### config.mk
export PLATFORM = sky130hd
export DESIGN_NAME = hex_scan_ctrl_flat
export DESIGN_NICKNAME = d
export VERILOG_FILES = /design/src/rtl/hex_scan_ctrl_if.sv /design/src/rtl/hex_scan_ctrl.sv /design/src/flat_wrapper.sv
export SDC_FILE = /design/constraint.sdc
export NUM_CORES = 1
export LEC_CHECK = 0
export CORE_UTILIZATION = 51
export DETAILED_ROUTE_END_ITERATION = 6
export PLACE_DENSITY_LB_ADDON = 0.1
export SLEW_MARGIN = 20
export SYNTH_ARGS = -nofsm -noshare
export SYNTH_HDL_FRONTEND = slang
export SYNTH_SLANG_ARGS = --single-unit
export TNS_END_PERCENT = 30
### constraint.sdc
create_clock -name clk -period 2.12 [get_ports clk]
set_input_delay 0.424 -clock clk [delete_from_list [all_inputs] [get_ports clk]]
set_output_delay 0.424 -clock clk [all_outputs]
set_load 0.1 [all_outputs]
### src/rtl/hex_scan_ctrl_if.sv
// hex_scan_ctrl_if
//   Load-side handshake between the application logic and hex_scan_ctrl.
//
//   load   : one-cycle strobe; captures value and lz_en into the pending buffer
//   value  : nibble i (bits 4i+3:4i) is the value for digit i
//   lz_en  : leading-zero suppression enable, captured together with value
//   ready  : 1 = no pending value is waiting for a frame boundary
//
//   master : application side (drives load/value/lz_en, observes ready)
//   slave  : scan controller side
interface hex_scan_ctrl_if #(
    parameter int DIGITS = 4
);
    logic                load;
    logic [4*DIGITS-1:0] value;
    logic                lz_en;
    logic                ready;

    modport master (output load, output value, output lz_en, input ready);
    modport slave  (input load, input value, input lz_en, output ready);
endinterface

### src/rtl/hex_scan_ctrl.sv
// hex_scan_ctrl
//   Time-multiplexes one shared 4-bit-to-7-segment decoder across DIGITS
//   common-anode digit positions. Each slot of TICK_DIV cycles selects one
//   digit; the first GUARD cycles of a slot deselect every digit to prevent
//   ghosting. New values arrive through a load handshake, sit in a pending
//   buffer and are copied to the display buffer only on a frame boundary.
//
//   Ports
//     clk        : system clock
//     rst_n      : asynchronous active-low reset
//     bus        : load handshake (load, value, lz_en in; ready out)
//     nibble     : value routed to the shared decoder for the selected digit
//     blank      : 1 = decoder output must be forced all-off
//     dig_sel_n  : one-hot active-low digit enable; all ones = none selected
//     frame_stb  : one-cycle pulse on the first cycle of each frame
module hex_scan_ctrl #(
    parameter int DIGITS   = 4,
    parameter int TICK_DIV = 50000,
    parameter int GUARD    = 2
) (
    input  logic              clk,
    input  logic              rst_n,
    hex_scan_ctrl_if.slave    bus,
    output logic [3:0]        nibble,
    output logic              blank,
    output logic [DIGITS-1:0] dig_sel_n,
    output logic              frame_stb
);
    localparam int CNT_W = (TICK_DIV > 1) ? $clog2(TICK_DIV) : 1;
    localparam int IDX_W = (DIGITS > 1) ? $clog2(DIGITS) : 1;
    localparam int VAL_W = 4 * DIGITS;
    localparam logic [CNT_W-1:0] CNT_LAST = CNT_W'(TICK_DIV - 1);
    localparam logic [IDX_W-1:0] IDX_LAST = IDX_W'(DIGITS - 1);

    // cnt/idx describe the slot position of the current cycle
    logic             started;
    logic [CNT_W-1:0] cnt;
    logic [IDX_W-1:0] idx;
    logic [VAL_W-1:0] disp;
    logic             disp_lz;
    logic             pend;
    logic [VAL_W-1:0] pend_val;
    logic             pend_lz;

    logic [CNT_W-1:0]  cnt_nxt;
    logic [IDX_W-1:0]  idx_nxt;
    logic [VAL_W-1:0]  disp_nxt;
    logic              disp_lz_nxt;
    logic              pend_nxt;
    logic              boundary;
    logic              in_guard;
    logic              frame_nxt;
    logic [3:0]        nib_nxt;
    logic              sup_nxt;
    logic [DIGITS-1:0] sel_nxt;
    logic [DIGITS-1:0] zero_from;

    // The first edge after reset release only arms the scanner, so the
    // cycle that follows it is the (cnt=0, idx=0) frame-start cycle with
    // its frame_stb already registered.
    always_comb begin
        cnt_nxt = cnt;
        idx_nxt = idx;
        if (started) begin
            if (cnt == CNT_LAST) begin
                cnt_nxt = '0;
                if (idx == IDX_LAST) begin
                    idx_nxt = '0;
                end else begin
                    idx_nxt = idx + 1'b1;
                end
            end else begin
                cnt_nxt = cnt + 1'b1;
            end
        end
    end

    assign boundary    = started && (cnt == '0) && (idx == '0);
    assign disp_nxt    = (boundary && pend) ? pend_val : disp;
    assign disp_lz_nxt = (boundary && pend) ? pend_lz  : disp_lz;
    // A load on the boundary cycle re-arms the pending flag for the next frame
    assign pend_nxt    = bus.load | (pend & ~boundary);
    assign frame_nxt   = (cnt_nxt == '0) && (idx_nxt == '0);
    assign bus.ready   = ~pend;

    generate
        if (GUARD > 0) begin : g_guard
            assign in_guard = (int'(cnt_nxt) < GUARD);
        end else begin : g_no_guard
            assign in_guard = 1'b0;
        end
    endgenerate

    // zero_from[i] = every display nibble from position i upwards is zero
    always_comb begin
        logic all_zero;
        all_zero  = 1'b1;
        zero_from = '0;
        for (int i = DIGITS - 1; i >= 0; i--) begin
            all_zero     = all_zero & (disp_nxt[4*i +: 4] == 4'h0);
            zero_from[i] = all_zero;
        end
    end

    // Outputs are registered from the next-cycle state so they line up
    // with the cnt/idx of the cycle in which they are visible.
    always_comb begin
        nib_nxt = 4'h0;
        sup_nxt = 1'b0;
        sel_nxt = '1;
        for (int i = 0; i < DIGITS; i++) begin
            if (idx_nxt == IDX_W'(i)) begin
                nib_nxt    = disp_nxt[4*i +: 4];
                sup_nxt    = disp_lz_nxt && (i != 0) && zero_from[i];
                sel_nxt[i] = 1'b0;
            end
        end
    end

    always_ff @(posedge clk or negedge rst_n) begin
        if (!rst_n) begin
            started  <= 1'b0;
            cnt      <= '0;
            idx      <= '0;
            disp     <= '0;
            disp_lz  <= 1'b0;
            pend     <= 1'b0;
            pend_val <= '0;
            pend_lz  <= 1'b0;
        end else begin
            started <= 1'b1;
            cnt     <= cnt_nxt;
            idx     <= idx_nxt;
            disp    <= disp_nxt;
            disp_lz <= disp_lz_nxt;
            pend    <= pend_nxt;
            if (bus.load) begin
                pend_val <= bus.value;
                pend_lz  <= bus.lz_en;
            end
        end
    end

    always_ff @(posedge clk or negedge rst_n) begin
        if (!rst_n) begin
            nibble    <= 4'h0;
            blank     <= 1'b1;
            dig_sel_n <= '1;
            frame_stb <= 1'b0;
        end else begin
            nibble    <= nib_nxt;
            frame_stb <= frame_nxt;
            if (in_guard) begin
                blank     <= 1'b1;
                dig_sel_n <= '1;
            end else begin
                blank     <= sup_nxt;
                dig_sel_n <= sel_nxt;
            end
        end
    end
endmodule

### src/flat_wrapper.sv
// flat-port wrapper written by rule: the top's interface ports become plain ports
module hex_scan_ctrl_flat 
#(
    parameter int DIGITS   = 4,
    parameter int TICK_DIV = 50000,
    parameter int GUARD    = 2
)
  (clk, rst_n, nibble, blank, dig_sel_n, frame_stb, bus_load, bus_value, bus_lz_en, bus_ready);
  hex_scan_ctrl_if #(.DIGITS(DIGITS)) bus_i ();
  input  logic clk;
  input  logic rst_n;
  output logic [3:0] nibble;
  output logic blank;
  output logic [DIGITS-1:0] dig_sel_n;
  output logic frame_stb;
  input wire logic [$bits(bus_i.load)-1:0] bus_load;
  input wire logic [$bits(bus_i.value)-1:0] bus_value;
  input wire logic [$bits(bus_i.lz_en)-1:0] bus_lz_en;
  output wire logic [$bits(bus_i.ready)-1:0] bus_ready;
  assign bus_i.load = bus_load;
  assign bus_i.value = bus_value;
  assign bus_i.lz_en = bus_lz_en;
  assign bus_ready = bus_i.ready;
  hex_scan_ctrl #(.DIGITS(DIGITS), .TICK_DIV(TICK_DIV), .GUARD(GUARD)) u_core (.clk(clk), .rst_n(rst_n), .bus(bus_i), .nibble(nibble), .blank(blank), .dig_sel_n(dig_sel_n), .frame_stb(frame_stb));
endmodule
==> qor.tcl <==
set qor(timing.max_cap.violations) 0
set qor(mappedNetlistNets) 274
set qor(yosys.cell_types.count) 47
set qor(hold_ws_ps) 493
set qor(worstSetupStartpointType) {flip-flop}
set qor(first_global_vias) 2347
set qor(clock_root_buffer) {sky130_fd_sc_hd__clkbuf_8}
set qor(drt_iter0_drc) 105
set qor(floorplan.initialDensity_pct) 54.1
set qor(floorplan.die.height_um) 79.2
set qor(grt_first_pass_wirelength_mm) 11.3
set qor(achievable-frequency_mhz) 452
set qor(synthesis.area_um2) 3040
set qor(vias_per_cell) 5.29
set qor(crit_path_max_fanout) 6
set qor(power.ir.vdd_worst_mv) 0.701
set qor(tns_ps) -303
set qor(route.antenna.remaining_nets) 0
set qor(ctsHtreeMaxLevel) 3
set qor(clock-skew-final_ps) 9.72
set qor(status) {finished, violations left}
set qor(drc) 0
set qor(ys_ff_latch) 64
set qor(count_of_final_setup_violators) 4
set qor(cts.sinks) 64
set qor(synth_sequential_area_ratio_pct) 52.9
set qor(post_drt_wl_per_cell_um) 16.3
set qor(slew_violations) 0
set qor(numPortBuffers) 30
set qor(layout-area-overhead-vs-synth_pct) 35.4
set qor(tritoncts_buffers) 9
set qor(grt_max_degree) 36
set qor(worst_hold_path_type) {in2async}
set qor(clock_tree_from_tritoncts) {built}
set qor(violated_checks) {setup timing}
set qor(design.final.nets) 359
set qor(final-hold-violation-count) 0
set qor(fp.dieW_um) 79.2
set qor(synth-edff-count) 0
set qor(worst-endpoint-arrival_ps) 2430
set qor(critPathKind) {reg2reg}
set qor(timing.final.ws_setup_ps) -91.2
set qor(post_route_cells_drive_above_1_share_pct) 42.6
set qor(power.total_mw) 4.60
set qor(critPathRequiredTime_ps) 2340
set qor(worst_setup_path_end_kind) {flip-flop}
set qor(final_core_density_pct) 73.3
set qor(synthCells) 250
set qor(post-route-min-period_ps) 2210
set qor(routed_wirelength_mm) 6.71
set qor(insertedDiodeCount) 0
set qor(row_count) 27
set qor(floorplan.die_area_um2) 6270
set qor(cellLeakagePower_nw) 1.84
set qor(worst_r2r_path_depth) 10
set qor(fillerInstances) 391
set qor(grt_use_total_pct) 24.6
set qor(grt_setup_unrepaired) {yes}
set qor(final_worst_path_period_share_pct) 104
set qor(dominantRegCellSynth) {sky130_fd_sc_hd__dfrtp_1}
set qor(clk_latency_ps) 350
set qor(power_density_nw_per_um2) 1120
set qor(syn_area_per_cell_um2) 12.1
set qor(initial_antenna_violation_count) 0
set qor(ctsLongestPathBuffers) 2
set qor(clk_transition_reported_paths_ps) 70
set qor(gp_routability_congestion) 0.819
set qor(synthArstFlopShare_pct) 100
set qor(globalRouteOverflowTotal) 0
set qor(placeableCoreArea_um2) 5610
set qor(drt_pass1_iterations) 4
set qor(vias) 2179
set qor(synth.yosys.warnings) 0
set qor(dp_hpwl_mm) 4.67
set qor(reg2reg_setup_slack_ps) -90
set qor(i_o_pins) 31
==> flip-flops by register name, indices dropped and copies added (netlist names) <==
signal and flops:
u_core.nibble 4, u_core.pend_val 16, u_core.dig_sel_n 4, u_core.idx 2
u_core.blank 1, u_core.cnt 16, u_core.pend 1, u_core.disp 16
u_core.pend_lz 1, u_core.started 1, u_core.disp_lz 1, u_core.frame_stb 1
==> layout by cell type, fill, tap and decap left out, drive strengths merged, types with 7 or more instances in the layout <==
cell	synthesis	layout
dfrtp	59	59
o21ai	9	9
nor4	9	9
nand2	10	10
mux2i	10	10
mux2	34	34
nor2	15	15
clkdlybuf4s50	0	18
nand3	11	11
nor3	9	9
clkbuf	4	10
buf	7	66
inv	7	7
xnor2	13	13
==> worst paths after layout <==
kind                                         end            from
worst max-delay path            u_core.nibble[3]   u_core.cnt[1]
worst min-delay path               u_core.cnt[7]           rst_n
worst max register to register  u_core.nibble[3]   u_core.cnt[1]
worst min register to register    u_core.disp[2]  u_core.disp[2]
max in group asynchronous         u_core.disp[1]           rst_n
min in group clk                  u_core.disp[2]  u_core.disp[2]
==> power breakdown <==
| part | internal (mW) | switching (mW) | leakage, nW |
|---|---|---|---|
| Clock | 0.688 | 0.486 | 0.112 |
| Combinational | 0.727 | 0.977 | 0.953 |
| Sequential | 1.54 | 0.190 | 0.779 |
| Total | 2.95 | 1.65 | 1.84 |
==> layer usage <==
layer / wire, um / part of all wire [%] / track usage (%) / vias up
met5: 0 / 0 / 0 / -
met4: 211 / 3.1 / 12.7 / 0
met3: 254 / 3.8 / 6.78 / 18
met2: 3410 / 51 / 40.3 / 43
met1: 2840 / 42 / 29.5 / 1056
li1: - / - / - / 1062
==> cells in the mapped netlist (all sizes together), types with 7 or more instances <==
library cell  instances  area, um^2
mux2                 34         383
nor2                 15        56.3
xnor2                13         114
nand2                10        37.5
dfrtp                59        1480
inv                   7        26.3
nor3                  9        72.6
buf                   7        41.3
nand3                11        55.1
o21ai                 9        48.8
nor4                  9        92.6
mux2i                10         100
==> cell families after synthesis <==
group	synth area share, %
adders and majority gates	1.65
other	0.123
xor gates and xnor gates	4.61
DFF	52.9
and+or+nand+nor	16.2
muxes	15.9
buffers and inverters	2.72
AOI/OAI and AO/OA	5.89
==> metrics by stage <==
stage | worst slack (ps) | instance area, um^2 | std cells
2_1_floorplan | 2.66 | 3040 | 250
3_3_place_gp | -63.7 | 3710 | 385
3_5_place_dp | -134 | 3710 | 385
4_1_cts | -127 | 4080 | 409
5_1_grt | -205 | 4110 | 412
6_report | -91.2 | 4110 | 412
==> worst max-delay path, stage by stage (launching register included) <==
cell	delay, ps
sky130_fd_sc_hd__dfrtp_1	390
sky130_fd_sc_hd__inv_2	90
sky130_fd_sc_hd__ha_4	130
sky130_fd_sc_hd__nor4b_4	170
sky130_fd_sc_hd__nand4_1	210
sky130_fd_sc_hd__nor3_4	250
sky130_fd_sc_hd__buf_12	160
sky130_fd_sc_hd__mux2_4	300
sky130_fd_sc_hd__or2_1	210
sky130_fd_sc_hd__o211ai_1	90
sky130_fd_sc_hd__o21ai_1	90
==> layout make-up <==
cell class              instances  area (um^2)  share of cell area (%)
well taps                      72         90.1                    2.19
flip-flops and latches         64         1610                    39.1
multi-input cells             168         1440                    35.0
repair buffers                 85          728                    17.7
inverters                       7         26.3                   0.639
clock buffers                  10          138                    3.35
clock inverters                 6         82.6                    2.01
==> what timing repair did <==
item | CTS | global route
endpoints found under the hold margin | 10 | 0
resized for setup | 20 | 5
setup endpoints to repair | 10 | 10
pin swaps | 17 | 7
hold buffers | 1 | 0
setup buffers | 7 | 3
No activity file was read; power rests on OpenSTA's default activity.
